## src/rtl/uart_pkg.sv

```systemverilog
// Shared definitions for the parametrised UART transmitter:
// parity codes, the one-hot FSM state type and a frame-length helper.
package uart_pkg;

  localparam int PARITY_NONE = 0;
  localparam int PARITY_ODD  = 1;
  localparam int PARITY_EVEN = 2;

  typedef enum logic [4:0] {
    ST_IDLE   = 5'b00001,
    ST_START  = 5'b00010,
    ST_DATA   = 5'b00100,
    ST_PARITY = 5'b01000,
    ST_STOP   = 5'b10000
  } tx_state_e;

  // Clock cycles from the first start-bit cycle to the last stop-bit cycle.
  function automatic int frame_len(input int data_bits, input int parity,
                                   input int stop_bits, input int baud_div);
    return (1 + data_bits + ((parity != PARITY_NONE) ? 1 : 0) + stop_bits) * baud_div;
  endfunction

endpackage

```

## src/rtl/uart_tx_fifo.sv

```systemverilog
// Generic synchronous FIFO with show-ahead read data, occupancy level and
// full/empty flags. Pushes while full and pops while empty are ignored.
module uart_tx_fifo #(
  parameter int WIDTH = 8,
  parameter int DEPTH = 16
) (
  input  logic                     clk,
  input  logic                     rst,
  input  logic                     push,
  input  logic [WIDTH-1:0]         wdata,
  input  logic                     pop,
  output logic [WIDTH-1:0]         rdata,
  output logic                     full,
  output logic                     empty,
  output logic [$clog2(DEPTH):0]   level
);

  localparam int AW = $clog2(DEPTH);
  localparam int LW = AW + 1;

  logic [WIDTH-1:0] mem [DEPTH];
  logic [AW-1:0]    wr_ptr, rd_ptr;
  logic             do_push, do_pop;

  assign full    = (level == LW'(DEPTH));
  assign empty   = (level == '0);
  assign do_push = push && !full;
  assign do_pop  = pop && !empty;
  assign rdata   = mem[rd_ptr];

  // Storage array; contents need no reset because level gates every read.
  always_ff @(posedge clk) begin
    if (do_push) mem[wr_ptr] <= wdata;
  end

  // Pointers and occupancy; a simultaneous push and pop leaves level unchanged.
  always_ff @(posedge clk) begin
    if (rst) begin
      wr_ptr <= '0;
      rd_ptr <= '0;
      level  <= '0;
    end else begin
      if (do_push) wr_ptr <= wr_ptr + 1'b1;
      if (do_pop)  rd_ptr <= rd_ptr + 1'b1;
      level <= level + {{AW{1'b0}}, do_push} - {{AW{1'b0}}, do_pop};
    end
  end

endmodule

```

## src/rtl/uart_tx_param.sv

```systemverilog
// Parametrised UART transmitter: DATA_BITS data bits LSB first, optional
// odd/even parity, 1 or 2 stop bits, BAUD_DIV = CLK_FREQ/BAUD_RATE clocks
// per bit. Define UART_TX_FIFO_EN to put a FIFO_DEPTH-entry FIFO in front
// of the FSM; without it one character is accepted per frame in IDLE.
module uart_tx_param
  import uart_pkg::*;
#(
  parameter int CLK_FREQ   = 50_000_000,
  parameter int BAUD_RATE  = 9600,
  parameter int DATA_BITS  = 8,
  parameter int PARITY     = 0,
  parameter int STOP_BITS  = 1,
  parameter int FIFO_DEPTH = 16
) (
  input  logic                        clk,
  input  logic                        rst,
  input  logic [DATA_BITS-1:0]        ip_data,
  input  logic                        ip_valid,
  output logic                        ip_ready,
  output logic                        tx,
  output logic                        busy,
  output logic [$clog2(FIFO_DEPTH):0] fifo_level
);

  localparam int BAUD_DIV = CLK_FREQ / BAUD_RATE;
  localparam int BCW      = $clog2(BAUD_DIV);
  localparam int BTW      = $clog2(DATA_BITS + 1);
  localparam bit HAS_PAR  = (PARITY != PARITY_NONE);

  tx_state_e             state, state_nxt;
  logic [BCW-1:0]        baud_cnt;
  logic [BTW-1:0]        bit_cnt;
  logic [DATA_BITS-1:0]  shreg;
  logic [DATA_BITS-1:0]  char_in;
  logic                  par_q;
  logic                  tick;
  logic                  start_frame;
  logic                  tx_d;

`ifdef UART_TX_FIFO_EN
  logic                  fifo_full, fifo_empty;
  logic [DATA_BITS-1:0]  fifo_rdata;

  assign ip_ready    = !fifo_full && !rst;
  assign start_frame = (state == ST_IDLE) && !fifo_empty;
  assign char_in     = fifo_rdata;

  uart_tx_fifo #(.WIDTH(DATA_BITS), .DEPTH(FIFO_DEPTH)) u_fifo (
    .clk   (clk),
    .rst   (rst),
    .push  (ip_valid && ip_ready),
    .wdata (ip_data),
    .pop   (start_frame),
    .rdata (fifo_rdata),
    .full  (fifo_full),
    .empty (fifo_empty),
    .level (fifo_level)
  );
`else
  assign ip_ready    = (state == ST_IDLE) && !rst;
  assign start_frame = ip_valid && ip_ready;
  assign char_in     = ip_data;
  assign fifo_level  = '0;
`endif

  assign tick = (baud_cnt == BCW'(BAUD_DIV - 1));

  // State register.
  always_ff @(posedge clk) begin
    if (rst) state <= ST_IDLE;
    else     state <= state_nxt;
  end

  // Next-state logic: every non-idle bit lasts one baud period; DATA and
  // STOP repeat until their bit counts are exhausted.
  always_comb begin
    state_nxt = state;
    case (state)
      ST_IDLE:   if (start_frame) state_nxt = ST_START;
      ST_START:  if (tick) state_nxt = ST_DATA;
      ST_DATA:   if (tick && bit_cnt == BTW'(DATA_BITS - 1))
                   state_nxt = HAS_PAR ? ST_PARITY : ST_STOP;
      ST_PARITY: if (tick) state_nxt = ST_STOP;
      ST_STOP:   if (tick && bit_cnt == BTW'(STOP_BITS - 1)) state_nxt = ST_IDLE;
      default:   state_nxt = ST_IDLE;
    endcase
  end

  // Output logic: line level for the coming cycle (registered below) and busy.
  // Within DATA the shift register advances on a tick, so the next bit is shreg[1].
  always_comb begin
    tx_d = 1'b1;
    case (state_nxt)
      ST_START:  tx_d = 1'b0;
      ST_DATA:   tx_d = (state == ST_DATA && tick) ? shreg[1] : shreg[0];
      ST_PARITY: tx_d = par_q;
      default:   tx_d = 1'b1;
    endcase
    busy = (state != ST_IDLE);
  end

  // Datapath: registered tx, baud/bit counters, character latch and parity.
  always_ff @(posedge clk) begin
    if (rst) begin
      tx       <= 1'b1;
      baud_cnt <= '0;
      bit_cnt  <= '0;
      shreg    <= '0;
      par_q    <= 1'b0;
    end else begin
      tx <= tx_d;
      if (state == ST_IDLE) begin
        baud_cnt <= '0;
        bit_cnt  <= '0;
        if (start_frame) begin
          shreg <= char_in;
          par_q <= (PARITY == PARITY_ODD) ? ~^char_in : ^char_in;
        end
      end else begin
        baud_cnt <= tick ? '0 : baud_cnt + 1'b1;
        if (tick) begin
          bit_cnt <= (state_nxt != state) ? '0 : bit_cnt + 1'b1;
          if (state == ST_DATA) shreg <= shreg >> 1;
        end
      end
    end
  end

endmodule

```

## config.mk

```make
export PLATFORM = sky130hd
export DESIGN_NAME = uart_tx_param
export DESIGN_NICKNAME = d
export VERILOG_FILES = /design/src/rtl/uart_pkg.sv /design/src/rtl/uart_tx_fifo.sv /design/src/rtl/uart_tx_param.sv
export SDC_FILE = /design/constraint.sdc
export NUM_CORES = 1
export LEC_CHECK = 0
export ABC_AREA = 1
export CAP_MARGIN = 30
export CORE_MARGIN = 4
export CORE_UTILIZATION = 56
export CTS_BUF_LIST = sky130_fd_sc_hd__clkbuf_16
export CTS_CLUSTER_SIZE = 10
export DETAILED_ROUTE_END_ITERATION = 12
export PLACE_DENSITY = 0.79
export SLEW_MARGIN = 20
export SYNTH_ARGS = -nofsm -noshare
export SYNTH_HDL_FRONTEND = slang
export SYNTH_SLANG_ARGS = --single-unit
export TNS_END_PERCENT = 20
```

## constraint.sdc

```tcl
create_clock -name clk -period 2.1 [get_ports clk]
set_input_delay 0.42 -clock clk [delete_from_list [all_inputs] [get_ports clk]]
set_output_delay 0.42 -clock clk [all_outputs]
set_load 0.02 [all_outputs]
```

==> results.sh <==
export IMPL_clk_pin_slew_ns=0.05
export IMPL_ios=19
export IMPL_seq_area_frac_synth_pct=34.6
export IMPL_gp_congestion=0.903
export IMPL_startpoint_type="flop"
export IMPL_ys_top_cells_by_area="dfxtp_1, nand2_1, inv_1, nor2_1, a21oi_1"
export IMPL_numPortBuffers=13
export IMPL_rows=20
export IMPL_die_area_um2=4290
export IMPL_drv_slew=0
export IMPL_finalSetupTns_ns=0
export IMPL_grt_max_degree=18
export IMPL_ant_nets=0
export IMPL_cts_tree="done"
export IMPL_status="finished clean"
export IMPL_layout_setup_ws_ns=0.211
export IMPL_yosys_area_top_type_share_pct=34.6
export IMPL_synth_edf_count=0
export IMPL_fin_crit_sh_pct=90.0
export IMPL_yosys_most_used_dff="dfxtp_1"
export IMPL_htreeDepth=2
export IMPL_syn2layout_area_growth_pct=17.6
export IMPL_cts_max_path_buffers=2
export IMPL_cts_root_buffer_cell="clkbuf_16"
export IMPL_avgSynthCellArea_um2=7.31
export IMPL_syn_inst=253
export IMPL_cts_sinks=32
export IMPL_powerDensity_nw_per_um2=710
export IMPL_antenna_found_initial=0
export IMPL_power_leakage_nw=0.905
export IMPL_hpwlAfterDp_um=2760
export IMPL_wl_um=3680
export IMPL_cp_max_fo=6
export IMPL_fin_nets=288
export IMPL_finClkSkew_ns=0.00439
export IMPL_critPathRequiredTime_ns=1.68
export IMPL_period_needed_ns=1.89
export IMPL_grt_pass1_vias=1596
export IMPL_vias=1627
export IMPL_hold_class="reg2reg"
export IMPL_hold_slack_ns=0.447
export IMPL_fillers=274
export IMPL_syn_area_um2=1850
export IMPL_grt_use_total_pct=20.2
export IMPL_routed_via_density=5.10
export IMPL_regArea_um2=641
export IMPL_ys_seq_elements=32
export IMPL_detail_route_drc_violations=0
export IMPL_drt_iter0_markers=81
export IMPL_ys_types=35
export IMPL_maxCapViolCount=0
export IMPL_coreArea_um2=3100
export IMPL_worstSetupEndpointType="output port"
export IMPL_overflow=0
export IMPL_dpl_cell_count=311
export IMPL_dieHeight_um=65.5
export IMPL_rsz0062_at_grt="false"
export IMPL_die_x_um=65.5
export IMPL_routedWlPerCell_um=11.5
export IMPL_cts_buffers_inserted=5
export IMPL_hold_viol_final=0
export IMPL_initial_core_util_pct=59.6
export IMPL_arrival_ns=1.47
export IMPL_ir_worst_vdd_mv=0.539
export IMPL_synth_top_area_cell="dfxtp_1"
export IMPL_drtPass1Iterations=4
export IMPL_synth_common_cells="nand2_1, dfxtp_1, inv_1, nor2_1, a21oi_1"
export IMPL_drive_gt1_share_pct=14.2
export IMPL_grt_pass1_wl_um=6730
export IMPL_synth_warnings=0
export IMPL_fmax_mhz=529
export IMPL_setup_violations_final=0
export IMPL_async_reset_ff_share_pct=0
export IMPL_synth_most_common_cell="nand2_1"
export IMPL_pre_cts_ws_ns=0.0507
export IMPL_multi_input_area_um2=1030
export IMPL_crit_type="reg2out"
export IMPL_clk_latency_ns=0.27
export IMPL_fin_cells=319
export IMPL_diodes=0
[kinds of logic (layout without fill, tap and decap cells)]
kind of cell	count (synthesis)	in the layout	synth area share [%]
flip-flops	32	32	34.6
adder cells (fa/ha/maj)	3	3	2.03
other	1	5	0.203
AND/OR/NAND/NOR	127	127	34.4
buffers and inverters	41	59	10.4
AO/OA/AOI/OAI	39	39	13.6
XOR/XNOR	10	10	4.74
[cells in the final DEF, fill, tap and decap left out, types with 2 or more instances in the layout]
cell type / count
ha_1: 3
clkinv_1: 2
nand3_1: 12
xnor2_1: 6
nand4_1: 8
xor2_1: 4
o21ai_2: 4
clkbuf_16: 5
a31oi_1: 4
inv_1: 31
nor2_1: 23
nor3b_1: 4
nor2_4: 4
o21ai_0: 6
nand2_1: 58
dfxtp_1: 32
nand4_2: 2
conb_1: 5
a21oi_1: 17
buf_4: 5
nand2_2: 5
clkdlybuf4s50_1: 11
dlygate4sd2_1: 2
nor2_2: 4
a31oi_2: 3
o21bai_1: 3
[what timing repair did]
action	4_1_cts	5_1_grt
hold buffers	0	0
endpoints found under the setup margin	2	0
buffers inserted	0	0
gates resized for setup	2	0
[routing by layer]
layer	GRT usage (%)	vias up	part of all wire, %
li1	-	855	-
met3	4.62	8	6.2
met4	6.48	0	1.7
met2	31.7	41	45
met1	27.2	723	47
met5	0	-	0
[sequential cells by signal (all words and copies together) (netlist names)]
register / cells
par_q: 1
bit_cnt: 4
baud_cnt: 13
shreg: 8
state: 5
tx: 1
[report_power, final]
group          switching, mW  total (mW)  leakage [nW]  internal [mW]
Combinational          0.129       0.226         0.577         0.0979
Sequential            0.0171       0.649         0.260          0.632
Clock                  0.239       0.668        0.0687          0.429
[critical path, stage by stage, from the launching register on]
cell and delay [ns]:
dfxtp_1 0.36, nor2_4 0.17, nand4_4 0.15, buf_4 0.20, dlygate4sd2_1 0.32
[worst paths after layout]
path	start	slack [ns]	to	cells past startpoint
setup / recovery	state[3]	0.21	busy	4
hold / removal	baud_cnt[0]	0.45	baud_cnt[0]	1
setup reg to reg	baud_cnt[0]	0.29	bit_cnt[2]	12
hold reg to reg	baud_cnt[0]	0.45	baud_cnt[0]	1
[metrics by stage]
stage / utilization, % / area, um2 / total power [mW]
after floorplan: - / 1860 / 0.819
after global placement: 65.6 / 2040 / 0.887
after detailed placement: 65.6 / 2040 / 0.889
after CTS: 70.1 / 2170 / 1.56
after global routing: 70.1 / 2170 / 1.62
final: 70.1 / 2170 / 1.54
[area by class of cell]
class / instances / area share (%)
Clock inverter: 3 / 0.690
Tap cell: 44 / 2.53
Multi-Input combinational cell: 184 / 47.5
Inverter: 32 / 5.58
Clock buffer: 5 / 5.75
Timing Repair Buffer: 19 / 8.52
Sequential cell: 32 / 29.5
No activity file was read; power rests on OpenSTA's default activity.
==> RTL change 1, RTL diff (same flow settings) <==
`PARITY`: 0 -> 1.
--- a/src/rtl/uart_tx_param.sv
+++ b/src/rtl/uart_tx_param.sv
@@ -10,3 +10,3 @@
   parameter int DATA_BITS  = 8,
-  parameter int PARITY     = 0,
+  parameter int PARITY     = 1,
   parameter int STOP_BITS  = 1,
Function: same outputs for any inputs over 10 cycles, from zero or initial values and one cycle with rst high; that may be too few to reach the edited logic, so the function may still have changed.
==> RTL change 1 against the unedited design <==
- synthesized area down 1.6%
- routed wire length shrank 4.8%
- count of clock-buffer cells in the layout unchanged
- setup slack got worse by 0.071 ns
- critical path type unchanged
- global-route usage down 1.4 points
- sequential cell count unchanged
- critical path depth down 1
- design area fell by 1.4%
- die area decreased by 1.4%
- power up 7.4%
==> RTL change 1: results (changes against the unedited design) <==
\begin{tabular}{lr}
\hline
Metric & Value \\
\hline
\multicolumn{2}{l}{\textbf{Placed design}} \\
Cell count after placement & 306 (was 311) \\
Final HPWL DP & 2730 microns (was 2764 microns) \\
Placed Area & 0.001981 sq mm (was 0.002037 sq mm) \\
Last weighted congestion value of the routability-driven placer & 0.8485 (was 0.9026) \\
\multicolumn{2}{l}{\textbf{Final layout}} \\
Fraction of final layout cells with drive strength greater than 1 & 14.07\% (was 14.18\%) \\
Final layout net count & 283 (was 288) \\
\multicolumn{2}{l}{\textbf{Routing}} \\
Sum of routed wire length over all layers & 3498 microns (was 3676 microns) \\
Initial detailed-routing violation count & 52 (was 81) \\
Vias per inst & 5.134 (was 5.100) \\
\multicolumn{2}{l}{\textbf{Power and ir drop}} \\
Comb pwr share & 12.6\% (was 14.7\%) \\
Clock group share of total power & 48.3\% (was 43.3\%) \\
Leakage power & 0.0008391 uW (was 0.0009053 uW) \\
Peak supply drop & 0.4934 mV (was 0.5392 mV) \\
Final total power & 1658 uW (was 1544 uW) \\
\multicolumn{2}{l}{\textbf{GRT}} \\
Number of global-route vias before repair & 1,503 (was 1,596) \\
Global-route met3 utilization & 5.719\% (was 4.615\%) \\
Largest net degree at the start of global routing & 15 (was 18) \\
Met1 routing resource usage after global routing & 21.57\% (was 27.20\%) \\
Global-route usage over all layers & 18.70\% (was 20.15\%) \\
\multicolumn{2}{l}{\textbf{Synthesis}} \\
Cell types with the largest area share after synthesis & dfxtp\_1 (35\%), nand2\_1 (13\%), nor2\_1 (5.8\%), inv\_1 (4.1\%), a21oi\_1 (3.3\%) (was dfxtp\_1 (35\%), nand2\_1 (12\%), inv\_1 (6.1\%), nor2\_1 (4.7\%), a21oi\_1 (4.6\%)) \\
Share of the synthesized netlist area taken by xor and xnor gates & 5.292\% (was 4.736\%) \\
Register area share after synthesis & 35.19\% (was 34.64\%) \\
Post-synthesis share of cell area spent on full adders, half adders and majority gates & 2.062\% (was 2.030\%) \\
\multicolumn{2}{l}{\textbf{Timing}} \\
Worst clock skew & 0.005727 ns (was 0.004394 ns) \\
Final critical-path setup slack & 0.1401 ns (was 0.2106 ns) \\
Fin Hold WS & 0.4506 ns (was 0.4474 ns) \\
\multicolumn{2}{l}{\textbf{Status}} \\
Status & finished clean (unchanged) \\
\multicolumn{2}{l}{\textbf{Setup path}} \\
Flop-to-flop setup slack & 0.22 ns (was 0.29 ns) \\
R2r endpoint & bit\_cnt[1]\$\_SDFFE\_PP0P\_ (was bit\_cnt[2]\$\_SDFFE\_PP0P\_) \\
\hline
\end{tabular}
[RTL change 1: cell types whose count changed after synthesis, sizes merged, moves of 2 or more]
cell / change
a21oi: -5
inv: -6
nand2: +6
nand4: -4
nor2: +3
nor3: +2
nor3b: +2
[RTL change 1: routing by layer]
layer	vias to the layer above	routed length, microns
li1	837	-
met2	24	1639
met1	743	1653
met4	0	68
met3	8	137
met5	-	0
[RTL change 1: timing repair]
item | 4_1_cts | 5_1_grt
setup buffers | 0 | 0
setup endpoints to repair | 1 | 0
gates resized for setup | 1 | 0
[RTL change 1: cell type report]
type | instances | area [sq um]
Clock buffer | 5 | 125.1
Clock inverter | 3 | 38.79
Fill cell | 260 | 934.6
Inverter | 26 | 98.84
Multi-Input combinational cell | 187 | 1026
Sequential cell | 32 | 640.6
Tap cell | 44 | 55.05
Timing Repair Buffer | 17 | 158.9
[RTL change 1: worst max-delay path, stage by stage (launching register included)]
cell and delay, ns:
dfxtp_1 0.36, nor2_4 0.16, nand4_4 0.15, clkdlybuf4s50_1 0.59
==> RTL change 2, RTL diff (same flow settings) <==
Without the edit above. Put one more register stage on the output `tx`. The value now appears one clock later. The other outputs are not delayed to match. Comments in the files are not updated.
--- a/src/rtl/uart_tx_param.sv
+++ b/src/rtl/uart_tx_param.sv
@@ -28,2 +28,4 @@
   localparam bit HAS_PAR  = (PARITY != PARITY_NONE);
+
+  logic tx_s0;
 
@@ -104,3 +106,3 @@
     if (rst) begin
-      tx       <= 1'b1;
+      tx_s0    <= 1'b1;
       baud_cnt <= '0;
@@ -110,3 +112,3 @@
     end else begin
-      tx <= tx_d;
+      tx_s0 <= tx_d;
       if (state == ST_IDLE) begin
@@ -128,2 +130,6 @@
 
+  always_ff @(posedge clk) begin
+    tx <= tx_s0;
+  end
+
 endmodule
Formal check against the unedited RTL: not equivalent (a bounded check fails within 4 cycles, from zero or initial values and one cycle with rst high).
==> RTL change 2 against the unedited design <==
- critical path depth fell by 1
- sequential power rose by 3%
- largest power group unchanged
- power rose by 1.2%
- clock skew barely moved
- highest routed layer unchanged
- utilization fell by 0.64 points
- setup slack got worse by 0.073 ns
- synthesized area rose by 1.1%
- critical path type unchanged
- via count fell by 1.6%
- global-route usage fell by 2.3 points
- synthesized cell count rose by 0.40%
- design area fell by 0.12%
- sequential cell count rose by 1
- routed wire length fell by 5.4%
- first-iteration DRC count rose by 42%
==> RTL change 2: results (changes against the unedited design) <==
\begin{tabular}{lr}
\hline
Metric & Value \\
\hline
\multicolumn{2}{l}{\textbf{Routing}} \\
Sum of routed wire length over all layers & 3479 microns (was 3676 microns) \\
Number of detailed-route iterations in the first pass & 4 (unchanged) \\
Vias per inst & 5.019 (was 5.100) \\
Initial detailed-routing violation count & 115 (was 81) \\
\multicolumn{2}{l}{\textbf{Power and ir drop}} \\
Leakage power & 0.0009080 uW (was 0.0009053 uW) \\
Peak supply drop & 0.6011 mV (was 0.5392 mV) \\
\multicolumn{2}{l}{\textbf{Floorplan}} \\
Effective utilization at floorplan & 59.76\% (was 59.60\%) \\
\multicolumn{2}{l}{\textbf{Final layout}} \\
Fraction of final layout cells with drive strength greater than 1 & 13.45\% (was 14.18\%) \\
Final layout net count & 288 (unchanged) \\
Count of fill cells added during filler insertion & 270 (was 274) \\
\multicolumn{2}{l}{\textbf{Status}} \\
Status & finished clean (unchanged) \\
\multicolumn{2}{l}{\textbf{Synthesis}} \\
Distinct cell type count of the synthesized netlist & 35 (unchanged) \\
Top cells by instance count after synthesis & nand2\_1 (58), dfxtp\_1 (33), inv\_1 (30) (was nand2\_1 (58), dfxtp\_1 (32), inv\_1 (30)) \\
Number of instances in the synthesized netlist & 254 (was 253) \\
Register area share after synthesis & 35.34\% (was 34.64\%) \\
Cell types with the largest area share after synthesis & dfxtp\_1 (35\%), nand2\_1 (12\%), inv\_1 (6.0\%), nor2\_1 (4.6\%), a21oi\_1 (4.6\%) (was dfxtp\_1 (35\%), nand2\_1 (12\%), inv\_1 (6.1\%), nor2\_1 (4.7\%), a21oi\_1 (4.6\%)) \\
\multicolumn{2}{l}{\textbf{GRT}} \\
Global Route met2 Usage & 29.79\% (was 31.73\%) \\
First-pass GRT wire length & 5989 microns (was 6727 microns) \\
Met1 routing resource usage after global routing & 22.21\% (was 27.20\%) \\
Global-route usage over all layers & 17.89\% (was 20.15\%) \\
Global-route met3 utilization & 3.571\% (was 4.615\%) \\
Number of global-route vias before repair & 1,457 (was 1,596) \\
\multicolumn{2}{l}{\textbf{Hold path}} \\
Startpoint of the lowest-slack hold path & tx\_s0\$\_SDFF\_PP1\_ (was baud\_cnt[0]\$\_SDFF\_PP0\_) \\
\multicolumn{2}{l}{\textbf{Placed design}} \\
Last weighted congestion value of the routability-driven placer & 0.8526 (was 0.9026) \\
Cell count after placement & 311 (unchanged) \\
Final HPWL DP & 2622 microns (was 2764 microns) \\
\multicolumn{2}{l}{\textbf{Setup path}} \\
Startpoint of the most critical setup path & state[1]\$\_SDFF\_PP0\_ (was state[3]\$\_SDFF\_PP0\_) \\
Critical path fanouts, max & 6 (unchanged) \\
\multicolumn{2}{l}{\textbf{Timing}} \\
Worst clock skew & 0.003952 ns (was 0.004394 ns) \\
Final-report setup violation count & 0 (unchanged) \\
\hline
\end{tabular}
## RTL change 2: changes by cell type in the layout (fill, tap and decap cells not counted), sizes merged
cell	delta
dlygate4sd2	-1
inv	+2
buf	-1
clkinv	-1
clkinvlp	-1
dfxtp	+1
clkdlybuf4s50	+1
## RTL change 2: final cells by class
type,instances,share of cell area [%]
Multi-Input combinational cell,184,47.52
Sequential cell,33,30.41
Timing Repair Buffer,18,7.661
Clock buffer,5,5.760
Inverter,32,5.588
Tap cell,44,2.535
Clock inverter,3,0.5184
## RTL change 2: worst paths after layout
path                              to  slack, ns  cells past startpoint
min                       tx$_DFF_P_       0.32                      0
max                             busy       0.14                      3
min reg2reg               tx$_DFF_P_       0.32                      0
max reg2reg  bit_cnt[2]$_SDFFE_PP0P_       0.32                     12
## RTL change 2: logic make-up (layout without fill, tap and decap cells)
logic type      Yosys count  in the layout  share of synthesized area (%)
compound gates           39             39                          13.45
other cells               1              5                         0.2006
fa+ha+maj                 3              3                          2.008
simple gates            127            127                          34.07
xor+xnor                 10             10                          4.685
flops                    33             33                          35.34
buf+inv                  41             58                          10.24
## RTL change 2: critical path: stages, from the launching register on
cell	delay, ns
dfxtp_1	0.39
inv_1	0.09
nand4_4	0.15
clkdlybuf4s50_1	0.63
## RTL change 2: per-layer routing
metal / vias up / wire length [microns]
met4: 0 / 55
met5: - / 0
met3: 7 / 217
li1: 864 / -
met1: 692 / 1687
met2: 38 / 1518
## RTL change 2: what timing repair did
action,in CTS,in global routing
setup endpoints to repair,1,0
gates resized for setup,1,0
hold buffers,0,0
endpoints found under the hold margin,0,0
setup buffers,0,0
## RTL change 2: power by group
| group | switching [uW] | internal [uW] |
|---|---|---|
| logic | 124 | 92.3 |
| clock network | 254 | 425 |
| registers | 16.0 | 651 |
## RTL change 2: per-stage QoR
step	utilization, %	hold WS, ns	worst slack, ns	instance area [sq um]	power, uW
detailed placement	65.12	0.3128	0.05087	2037	898.5
global route	69.44	0.3456	0.04465	2172	1619
floorplan	-	0.3096	0.6075	1884	840.0
global placement	65.12	0.3126	0.06102	2037	896.0
finish	69.44	0.3247	0.1373	2172	1563
CTS	69.44	0.3249	0.1381	2172	1563
